$ cat config.mk
export PLATFORM = sky130hd
export DESIGN_NAME = ble_pdu_deframer_flat
export DESIGN_NICKNAME = d
export VERILOG_FILES = /design/src/rtl/ble_pkg.sv /design/src/rtl/ble_pdu_deframer_if.sv /design/src/rtl/bit_to_byte_lsb.sv /design/src/rtl/ble_pdu_deframer.sv /design/src/flat_wrapper.sv
export SDC_FILE = /design/constraint.sdc
export NUM_CORES = 1
export LEC_CHECK = 0
export CAP_MARGIN = 20
export CORE_UTILIZATION = 46
export CTS_CLUSTER_SIZE = 30
export DETAILED_ROUTE_END_ITERATION = 10
export HOLD_SLACK_MARGIN = 0.03
export PLACE_DENSITY = 0.79
export SETUP_SLACK_MARGIN = 0.15
export SLEW_MARGIN = 20
export SYNTH_ARGS = -nofsm -noshare
export SYNTH_HDL_FRONTEND = slang
export SYNTH_SLANG_ARGS = --single-unit
$ cat constraint.sdc
create_clock -name aclk -period 4.2 [get_ports aclk]
set_input_delay 0.84 -clock aclk [delete_from_list [all_inputs] [get_ports aclk]]
set_output_delay 0.84 -clock aclk [all_outputs]
set_load 0.005 [all_outputs]
$ cat src/rtl/ble_pkg.sv
`default_nettype none
// ============================================================================
//  Module      : ble_pkg
//  Description : Shared baseband definitions for the BLE RX PDU path:
//                deframer state encoding, header/CRC geometry and a helper
//                that right-aligns a partially filled LSB-first byte.
//  Revision    : 1.0  initial release
// ============================================================================
package ble_pkg;

    typedef enum logic [2:0] {
        ST_HDR0    = 3'd0,
        ST_HDR1    = 3'd1,
        ST_PAYLOAD = 3'd2,
        ST_CRC     = 3'd3,
        ST_DONE    = 3'd4,
        ST_DROP    = 3'd5
    } ble_state_e;

    localparam int PDU_HDR_BYTES     = 2;
    localparam int CRC_BYTES_DEFAULT = 3;
    localparam int LEN_BYTE_IDX      = 1;

    // Bits enter at bit 7 and move down, so a byte holding (cnt+1) bits sits
    // in the top of the register; shifting right leaves zeros above it.
    function automatic logic [7:0] lsb_align(input logic [7:0] shift,
                                             input logic [2:0] bit_idx);
        return shift >> (3'd7 - bit_idx);
    endfunction

endpackage
`default_nettype wire

$ cat src/rtl/ble_pdu_deframer_if.sv
`default_nettype none
// ============================================================================
//  Module      : ble_pdu_deframer_if
//  Description : Minimal AXI-Stream bundle (tdata/tvalid/tready/tlast) with
//                configurable data width, used for both the 1-bit input
//                stream and the 8-bit byte stream of the deframer.
//  Revision    : 1.0  initial release
// ============================================================================
interface ble_pdu_deframer_if #(
    parameter int W = 8
);
    logic [W-1:0] tdata;
    logic         tvalid;
    logic         tready;
    logic         tlast;

    modport master (output tdata, output tvalid, output tlast, input  tready);
    modport slave  (input  tdata, input  tvalid, input  tlast, output tready);

endinterface
`default_nettype wire

$ cat src/rtl/bit_to_byte_lsb.sv
`default_nettype none
// ============================================================================
//  Module      : bit_to_byte_lsb
//  Description : Packs accepted bits LSB-first into bytes and holds each byte
//                in an AXI-Stream output register. A flush request emits the
//                current partial byte zero-padded in its upper bits.
//  Revision    : 1.0  initial release
// ============================================================================
module bit_to_byte_lsb
    import ble_pkg::*;
(
    input  wire logic       aclk,
    input  wire logic       aresetn,
    input  wire logic       restart,
    input  wire logic       bit_accept_i,
    input  wire logic       bit_data_i,
    input  wire logic       flush_i,
    input  wire logic       last_i,
    output logic            byte_full_o,
    output logic [7:0]      byte_value_o,
    output logic [7:0]      out_tdata_o,
    output logic            out_tvalid_o,
    output logic            out_tlast_o,
    input  wire logic       out_tready_i
);

    logic [7:0] shift_q;
    logic [7:0] shift_d;
    logic [2:0] bit_cnt_q;
    logic [7:0] tdata_q;
    logic       tvalid_q;
    logic       tlast_q;
    logic       w_emit;

    // Next shift value and the byte that would be emitted on this bit
    always_comb begin
        shift_d      = {bit_data_i, shift_q[7:1]};
        byte_full_o  = bit_accept_i && (bit_cnt_q == 3'd7);
        w_emit       = bit_accept_i && ((bit_cnt_q == 3'd7) || flush_i);
        byte_value_o = lsb_align(shift_d, bit_cnt_q);
    end

    // Shift register, bit counter and the output byte register
    always_ff @(posedge aclk) begin
        if (!aresetn || restart) begin
            shift_q   <= 8'd0;
            bit_cnt_q <= 3'd0;
            tdata_q   <= 8'd0;
            tvalid_q  <= 1'b0;
            tlast_q   <= 1'b0;
        end else begin
            if (tvalid_q && out_tready_i) begin
                tvalid_q <= 1'b0;
            end
            if (bit_accept_i) begin
                shift_q   <= shift_d;
                bit_cnt_q <= w_emit ? 3'd0 : bit_cnt_q + 3'd1;
                if (w_emit) begin
                    tdata_q  <= byte_value_o;
                    tvalid_q <= 1'b1;
                    tlast_q  <= last_i;
                end
            end
        end
    end

    assign out_tdata_o  = tdata_q;
    assign out_tvalid_o = tvalid_q;
    assign out_tlast_o  = tlast_q;

endmodule
`default_nettype wire

$ cat src/rtl/ble_pdu_deframer.sv
`default_nettype none
// ============================================================================
//  Module      : ble_pdu_deframer
//  Description : Consumes the de-whitened 1-bit RX stream, rebuilds bytes,
//                parses the 2-byte PDU header for LEN and forwards header,
//                payload and CRC bytes with tlast on the last CRC byte.
//                Oversized LEN and early input tlast end the frame early.
//  Revision    : 1.0  initial release
// ============================================================================
module ble_pdu_deframer
    import ble_pkg::*;
#(
    parameter int MAX_PAYLOAD = 255,
    parameter int CRC_BYTES   = CRC_BYTES_DEFAULT
) (
    input  wire logic          aclk,
    input  wire logic          aresetn,
    input  wire logic          restart,
    ble_pdu_deframer_if.slave  input_s,
    ble_pdu_deframer_if.master output_m,
    output logic [7:0]         frame_length,
    output logic               status_done,
    output logic               status_len_err,
    output logic               status_trunc
);

    localparam logic [8:0] c_max_len  = 9'(MAX_PAYLOAD);
    localparam logic [7:0] c_crc_last = 8'(CRC_BYTES - 1);

    ble_state_e state_q;
    ble_state_e state_d;
    logic [7:0] byte_cnt_q;
    logic [7:0] byte_cnt_d;
    logic [7:0] frame_length_q;
    logic [7:0] frame_length_d;
    logic       done_arm_q;
    logic       done_arm_d;
    logic       status_done_q;
    logic       status_done_d;
    logic       status_len_err_q;
    logic       status_len_err_d;
    logic       status_trunc_q;
    logic       status_trunc_d;

    logic       w_in_ready;
    logic       w_framing;
    logic       w_pack;
    logic       w_full;
    logic [7:0] w_byte;
    logic       w_crc_final;
    logic       w_trunc;
    logic       w_len_err;
    logic       w_last;
    logic       w_drop_end;
    logic       w_payload_end;
    logic       w_tlast_hs;
    logic [7:0] w_out_tdata;
    logic       w_out_tvalid;
    logic       w_out_tlast;

    // Decode of the current bit against state and counters
    assign w_framing     = (state_q == ST_HDR0) || (state_q == ST_HDR1) ||
                           (state_q == ST_PAYLOAD) || (state_q == ST_CRC);
    assign w_in_ready    = ((state_q == ST_DROP) || (state_q == ST_DONE)) ? 1'b1 : ~w_out_tvalid;
    assign w_pack        = input_s.tvalid && w_in_ready && w_framing;
    assign w_crc_final   = (state_q == ST_CRC) && w_full && (byte_cnt_q == c_crc_last);
    assign w_trunc       = w_pack && input_s.tlast && !w_crc_final;
    assign w_len_err     = (state_q == ST_HDR1) && w_full && !w_trunc &&
                           ({1'b0, w_byte} > c_max_len);
    assign w_last        = w_trunc || w_crc_final || w_len_err;
    assign w_drop_end    = (state_q == ST_DROP) && input_s.tvalid && input_s.tlast;
    assign w_payload_end = (state_q == ST_PAYLOAD) && w_full &&
                           (byte_cnt_q == frame_length_q - 8'd1);
    assign w_tlast_hs    = w_out_tvalid && output_m.tready && w_out_tlast;

    bit_to_byte_lsb u_packer (
        .aclk         (aclk),
        .aresetn      (aresetn),
        .restart      (restart),
        .bit_accept_i (w_pack),
        .bit_data_i   (input_s.tdata[0]),
        .flush_i      (w_trunc),
        .last_i       (w_last),
        .byte_full_o  (w_full),
        .byte_value_o (w_byte),
        .out_tdata_o  (w_out_tdata),
        .out_tvalid_o (w_out_tvalid),
        .out_tlast_o  (w_out_tlast),
        .out_tready_i (output_m.tready)
    );

    // State register
    always_ff @(posedge aclk) begin
        if (!aresetn || restart) begin
            state_q <= ST_HDR0;
        end else begin
            state_q <= state_d;
        end
    end

    // Next-state: truncation overrides every framing transition
    always_comb begin
        state_d = state_q;
        if (w_trunc) begin
            state_d = ST_DONE;
        end else begin
            case (state_q)
                ST_HDR0:    if (w_full) state_d = ST_HDR1;
                ST_HDR1: begin
                    if (w_full) begin
                        if (w_len_err)           state_d = ST_DROP;
                        else if (w_byte == 8'd0) state_d = ST_CRC;
                        else                     state_d = ST_PAYLOAD;
                    end
                end
                ST_PAYLOAD: if (w_payload_end) state_d = ST_CRC;
                ST_CRC:     if (w_crc_final)   state_d = ST_DONE;
                ST_DROP:    if (w_drop_end)    state_d = ST_DONE;
                ST_DONE:    state_d = ST_DONE;
                default:    state_d = ST_HDR0;
            endcase
        end
    end

    // Counters, captured LEN and status pulse next values
    always_comb begin
        byte_cnt_d     = byte_cnt_q;
        frame_length_d = frame_length_q;
        done_arm_d     = done_arm_q;
        if (w_tlast_hs) begin
            done_arm_d = 1'b0;
        end
        if (w_crc_final) begin
            done_arm_d = 1'b1;
        end
        if ((state_q == ST_HDR1) && w_full) begin
            frame_length_d = w_byte;
        end
        if ((state_q == ST_PAYLOAD) && w_full) begin
            byte_cnt_d = w_payload_end ? 8'd0 : byte_cnt_q + 8'd1;
        end
        if ((state_q == ST_CRC) && w_full) begin
            byte_cnt_d = byte_cnt_q + 8'd1;
        end
        status_done_d    = w_tlast_hs && done_arm_q;
        status_len_err_d = w_len_err;
        status_trunc_d   = w_trunc;
    end

    // Datapath registers
    always_ff @(posedge aclk) begin
        if (!aresetn || restart) begin
            byte_cnt_q       <= 8'd0;
            frame_length_q   <= 8'd0;
            done_arm_q       <= 1'b0;
            status_done_q    <= 1'b0;
            status_len_err_q <= 1'b0;
            status_trunc_q   <= 1'b0;
        end else begin
            byte_cnt_q       <= byte_cnt_d;
            frame_length_q   <= frame_length_d;
            done_arm_q       <= done_arm_d;
            status_done_q    <= status_done_d;
            status_len_err_q <= status_len_err_d;
            status_trunc_q   <= status_trunc_d;
        end
    end

    assign input_s.tready  = w_in_ready;
    assign output_m.tdata  = w_out_tdata;
    assign output_m.tvalid = w_out_tvalid;
    assign output_m.tlast  = w_out_tlast;
    assign frame_length    = frame_length_q;
    assign status_done     = status_done_q;
    assign status_len_err  = status_len_err_q;
    assign status_trunc    = status_trunc_q;

endmodule
`default_nettype wire
$ cat src/flat_wrapper.sv
// flat-port wrapper written by rule: the top's interface ports become plain ports
module ble_pdu_deframer_flat import ble_pkg::*;
#(
    parameter int MAX_PAYLOAD = 255,
    parameter int CRC_BYTES   = CRC_BYTES_DEFAULT
)
  (aclk, aresetn, restart, frame_length, status_done, status_len_err, status_trunc, input_s_tdata, input_s_tvalid, input_s_tlast, input_s_tready, output_m_tdata, output_m_tvalid, output_m_tlast, output_m_tready);
  ble_pdu_deframer_if input_s_i ();
  ble_pdu_deframer_if output_m_i ();
  input  wire logic aclk;
  input  wire logic aresetn;
  input  wire logic restart;
  output logic [7:0] frame_length;
  output logic status_done;
  output logic status_len_err;
  output logic status_trunc;
  input wire logic [$bits(input_s_i.tdata)-1:0] input_s_tdata;
  input wire logic [$bits(input_s_i.tvalid)-1:0] input_s_tvalid;
  input wire logic [$bits(input_s_i.tlast)-1:0] input_s_tlast;
  output wire logic [$bits(input_s_i.tready)-1:0] input_s_tready;
  output wire logic [$bits(output_m_i.tdata)-1:0] output_m_tdata;
  output wire logic [$bits(output_m_i.tvalid)-1:0] output_m_tvalid;
  output wire logic [$bits(output_m_i.tlast)-1:0] output_m_tlast;
  input wire logic [$bits(output_m_i.tready)-1:0] output_m_tready;
  assign input_s_i.tdata = input_s_tdata;
  assign input_s_i.tvalid = input_s_tvalid;
  assign input_s_i.tlast = input_s_tlast;
  assign input_s_tready = input_s_i.tready;
  assign output_m_tdata = output_m_i.tdata;
  assign output_m_tvalid = output_m_i.tvalid;
  assign output_m_tlast = output_m_i.tlast;
  assign output_m_i.tready = output_m_tready;
  ble_pdu_deframer #(.MAX_PAYLOAD(MAX_PAYLOAD), .CRC_BYTES(CRC_BYTES)) u_core (.aclk(aclk), .aresetn(aresetn), .restart(restart), .input_s(input_s_i), .output_m(output_m_i), .frame_length(frame_length), .status_done(status_done), .status_len_err(status_len_err), .status_trunc(status_trunc));
endmodule
## Word-level counts from Yosys, hierarchy flattened

Cells that the tools add are included.

| word-level totals | value |
|---|---|
| flip-flop bits (word level) | 43 |
| input bits | 14 |

| operators by class | value |
|---|---|
| $add $sub $neg | 4 |
| equal/unequal tests | 18 |
| shift-type cells | 1 |
| muxes and demuxes | 18 |
| bitwise logic cells | 1 |
| reduce and logical (&&, ||, !) cells | 33 |

Operator list:

| operator | number |
|---|---|
| two-way mux 8 bit | 3 |
| two-way mux 3 bit | 7 |
| one-hot mux 3 bit (6 select lines) | 1 |
| logical AND 1 bit | 16 |
| != test 3 x 2 -> 1 bit, second input constant | 5 |
| != test 2 x 1 -> 1 bit, second input constant | 5 |
| AND reduction 5 bit | 2 |
| == test 3 bit, second input constant | 3 |
| adder 8 x 1 -> 8 bit, second input constant | 1 |
| == test 8 x 2 -> 1 bit, second input constant | 1 |
| == test 8 bit | 1 |
| logical NOT 8 bit | 1 |
| >> shifter 8 x 3 -> 8 bit | 1 |
| subtractor 8 x 1 -> 8 bit, second input constant | 1 |
| logical OR 1 bit | 7 |
| two-way mux 1 bit | 7 |
| == test 3 x 2 -> 1 bit, second input constant | 2 |
| nonzero test 2 bit | 2 |
| adder 3 x 1 -> 3 bit, second input constant | 1 |
| == test 3 x 1 -> 1 bit, second input constant | 1 |
| logical NOT 3 bit | 1 |
| subtractor 3 bit, first input constant | 1 |
| logical NOT 1 bit | 2 |
| AND reduction 2 bit | 1 |
| 2 further kinds | 2 |

## Longest topological paths before layout

| depth | value |
|---|---|
| word-level depth | 14 |
| gate-level depth with buffers | 9 |

## Hierarchy

A second synthesis with hierarchy kept.

| second synthesis, totals | value |
|---|---|
| cell total of the unflattened synthesis | 273 |
| area total of the unflattened synthesis | 2383.5 um^2 |

Modules (own cells, without submodules):

| module | instances | cells each | area each (um^2) | seq. area each (um^2) |
|---|---|---|---|---|
| ble_pdu_deframer | 1 | 162 | 1356.3 | 440.4 |
| bit_to_byte_lsb | 1 | 111 | 1027.2 | 400.4 |

## Worst setup path after synthesis

Ideal clock, no wire load.

| timing | value |
|---|---|
| path kind | in2reg |
| start | input port input_s_tlast |
| end | register u_core.u_packer.tdata_q[7] (netlist: u_core.u_packer.out_tdata_o[7]) |
| setup time | 0.070 ns |
| arrival | 1.822 ns |
| data required time | 4.130 ns |
| path slack | 2.308 ns |
| stages | 6 |
| path buffers | 1 |
| cell sequence | nand2_1 nor3_2 nor2b_1 buf_2 or3_1 a21oi_1 |

| on the way | value |
|---|---|
| longest elaborated chain between the ends | 5 |

RTL lines:

| what | RTL line | text |
|---|---|---|
| start: declaration | flat_wrapper.sv:19 | `input wire logic [$bits(input_s_i.tlast)-1:0] input_s_tlast;` |
| logical AND 1 bit (2 in series) | ble_pdu_deframer.sv:67 | `assign w_trunc = w_pack && input_s.tlast && !w_crc_final;` |
| logical OR 1 bit | bit_to_byte_lsb.sv:39 | `w_emit = bit_accept_i && ((bit_cnt_q == 3'd7) \|\| flush_i);` |
| logical AND 1 bit | bit_to_byte_lsb.sv:39 |  |
| AND reduction 2 bit (no line) | - |  |
| end signal: assignment | bit_to_byte_lsb.sv:59 | `tdata_q <= byte_value_o;` |
| end: declaration | bit_to_byte_lsb.sv:30 | `logic [7:0] tdata_q;` |

Every way passes these cells.
A chain may end at the register's enable or synchronous reset.

## Worst setup path after layout

| timing | value |
|---|---|
| start | register u_core.state_q[2] |
| end | output port input_s_tready |

| on the way | value |
|---|---|
| longest elaborated chain between the ends | 3 |
| elaborated cells between the ends (all ways) | 4 |
| those cells by class | eq/ne: 2; mux: 1; reduce/logical: 1 |

RTL lines:

| what | RTL line | text |
|---|---|---|
| start: declaration | ble_pdu_deframer.sv:30 | `ble_state_e state_q;` |
| start signal: assignment | ble_pdu_deframer.sv:97 | `state_q <= state_d;` |
| == test 3 bit | ble_pdu_deframer.sv:64 | `assign w_in_ready = ((state_q == ST_DROP) \|\| (state_q == ST_DONE)) ? 1'b1 : ~w_out_tvalid;` |
| logical OR 1 bit * | ble_pdu_deframer.sv:64 |  |
| two-way mux 1 bit * | ble_pdu_deframer.sv:64 |  |
| end: declaration | flat_wrapper.sv:20 | `output wire logic [$bits(input_s_i.tready)-1:0] input_s_tready;` |

Every way passes the cells marked *; elsewhere a longest branch is shown, timed or not.

==> flow_summary.toml <==
[setup_path]
worst_ep_arrival_time_ns = 1.69
path_cells = "inv_1 > o21ai_0 > clkdlybuf4s50_1"
crit_type = "reg -> out"
cp_slowest_cell = "dfxtp_1"
crit_path_end_kind = "output pin"
cpLargestDelayFamily = "buffers and inverters"
max_stage_delay_ns = 0.58
critPathBufInv = 2
cp.required_ns = 3.36
cp_max_fo = 12
setup.worst_path.start_class = "flop"

[timing]
finalClockSkew_ns = 0.00394
slew-limit-headroom_pct = 52.2
setup-tns-final_ns = 0
max_slew.worst_pin.slew_ns = 0.716
rsz0062_at_grt = "no"
slew_viol_final = 0
max_freq_mhz = 396
min_period_ns = 2.53
final.period_utilization_pct = 60.1
setup_viol = 0
hold_violations = 0

[global_route]
grt_max_degree = 34
grt_pass1_vias = 1864
overflow = 0
grt_pass1_wl_mm = 8.38
antenna_found_initial = 0
grt_usage_pct = 20.5

[placed_design]
gp_congestion = 0.835
numPortBuffers = 27
dp_hpwl_mm = 3.43
place_area_um2 = 2580

[yosys]
synth_nets = 313
yosys_warnings = 0
ys_types = 52
syn_inst = 294
synth.avg_cell_area_um2 = 7.91
synth_area_um2 = 2330
ys_seq_elements = 42
yosysSeqAreaShare_pct = 36.1

[clock_tree]
post_cts_resized = 0
htreeDepth = 2
clock_latency_ns = 0.30
cts-root-buf = "clkbuf_8"
path_clk_slew_ns = 0.08
max-clock-path-buffers = 2
cts_made_buffers = 5
cts_tree = "done"
cts_hold_buf = 0
cts.sinks = 42
postCtsSetupRepairBufs = 0

[routing]
dr.first_iter.drc_count = 115
vias_per_cell = 5.32
routedWlPerCell_um = 12.9
drt-pass1-iter-count = 4
routed_wirelength_mm = 4.85
drc = 0
ant_nets = 0
vias = 2002

[job]
drv_cap = 0

[hold_path]
holdCritPathClass = "reg -> reg"

[layout]
final_common_cell = "nand2_1"
final_cell_mix = "nand2_1 (45), dfxtp_1 (42), a21oi_1 (34)"
antenna_cells = 0
stdcell_area_um2 = 2690
post_route_cells_drive_above_1_share_pct = 5.50
nets = 327
areaGrowthSynthToFinish_pct = 15.8

[die]
die_area_um2 = 5350
num_rows = 25
ios = 36
die_y_um = 73.1
fp.coreArea_um2 = 4790
initial_core_util_pct = 48.6
die_w_um = 73.1

[pwr]
vdd_drop_max_mv = 0.145
powerDensity_nw_per_um2 = 287
power.leakage_nw = 0.923

[run_status]
status = "complete, no violations"
## worst reg2reg max path: stages, from the launching register on
cell,delay [ns]
dfxtp_1,0.79
ha_1,0.27
ha_1,0.18
and3b_1,0.25
nand4_1,0.12
nor2_1,0.12
nand3_1,0.13
o21ai_2,0.34
nor2_1,0.12
## cell usage after synthesis, drive strengths merged
cell	n	area share (%)
a211oi	5	1.6
a21oi	34	7.3
a22oi	1	0.32
a311oi	1	0.38
a31oi	1	0.27
a32oi	1	0.38
a41oi	1	0.38
and2	2	0.54
and2b	1	0.38
and3	2	0.54
and3b	1	0.38
and4	1	0.38
and4b	1	0.43
buf	12	2.9
clkbuf	8	1.3
conb	1	0.16
dfxtp	42	36
ha	5	2.7
inv	6	0.97
mux2	1	0.48
mux2i	12	5.2
mux4	1	0.97
nand2	45	7.3
nand2b	6	1.6
nand3	12	2.6
nand3b	1	0.32
nand4	5	1.3
nor2	32	5.3
nor2b	3	0.81
nor3	7	1.7
nor3b	4	1.5
nor4	2	1.2
nor4b	1	0.38
o2111ai	1	0.38
o211a	2	0.86
o21a	1	0.32
o21ai	9	2.1
o221ai	1	0.38
o22ai	1	0.27
o31ai	3	0.97
or3	1	0.27
xnor2	7	2.6
xor2	10	3.8
## sequential cells by signal, summed over array words and instances, names as in the netlist
name                          flops
u_core.done_arm_q                 1
u_core.u_packer.out_tvalid_o      1
u_core.status_trunc               1
u_core.u_packer.out_tdata_o       8
u_core.byte_cnt_q                 8
u_core.u_packer.out_tlast_o       1
u_core.u_packer.shift_q           7
u_core.state_q                    3
u_core.status_done                1
u_core.frame_length               8
u_core.u_packer.bit_cnt_q         3
## stage by stage
stage                     hold slack, ns  worst slack, ns  power [mW]  instances  util (%)
after floorplan                    0.410             2.31       0.450        294         -
after global placement             0.420             1.52       0.465        368      54.0
after detailed placement           0.420             1.52       0.466        368      54.0
after CTS                          0.432             1.66       0.775        376      56.3
after global routing               0.475             1.52       0.801        376      56.3
final                              0.432             1.67       0.773        376      56.3
## power by group
| part | leakage [nW] | switching [mW] | internal (mW) | total (mW) |
|---|---|---|---|---|
| registers | 0.339 | 0.00673 | 0.401 | 0.408 |
| logic | 0.526 | 0.0281 | 0.0206 | 0.0487 |
| clock network | 0.0579 | 0.141 | 0.175 | 0.316 |
## metal layers
| metal | part of all wire [%] | GRT usage, % |
|---|---|---|
| met5 | 0 | 0 |
| met4 | 1.7 | 10.9 |
| met3 | 4.0 | 5.25 |
| met2 | 45 | 31.4 |
| met1 | 49 | 26.4 |
## final timing paths
| path | slack, ns | endpoint | cells after the start | from |
|---|---|---|---|---|
| min reg2reg | 0.43 | u_core.status_done | 2 | u_core.done_arm_q |
| max reg2reg | 1.76 | u_core.byte_cnt_q[2] | 8 | u_core.u_packer.bit_cnt_q[0] |
| min | 0.43 | u_core.status_done | 2 | u_core.done_arm_q |
| max | 1.67 | input_s_tready | 3 | u_core.state_q[2] |
## cell type report
cell class / instances / area [um^2]
multi-input cells: 226 / 1370
fillers: 458 / 2090
clock buffers: 5 / 68.8
flip-flops and latches: 42 / 841
repair buffers: 27 / 270
inverters: 6 / 22.5
clock inverters: 3 / 40.0
well taps: 67 / 83.8
## kinds of logic (layout without fill, tap and decap cells)
family | Yosys count | after routing | share of synthesized area [%]
adders and majority gates | 5 | 5 | 2.69
xor gates and xnor gates | 17 | 17 | 6.40
other | 1 | 1 | 0.161
buffers and inverters | 26 | 41 | 5.16
AOI/OAI and AO/OA | 62 | 62 | 15.9
DFF | 42 | 42 | 36.1
and+or+nand+nor | 127 | 127 | 26.9
muxes | 14 | 14 | 6.62
(Power assumes the default switching activity.)
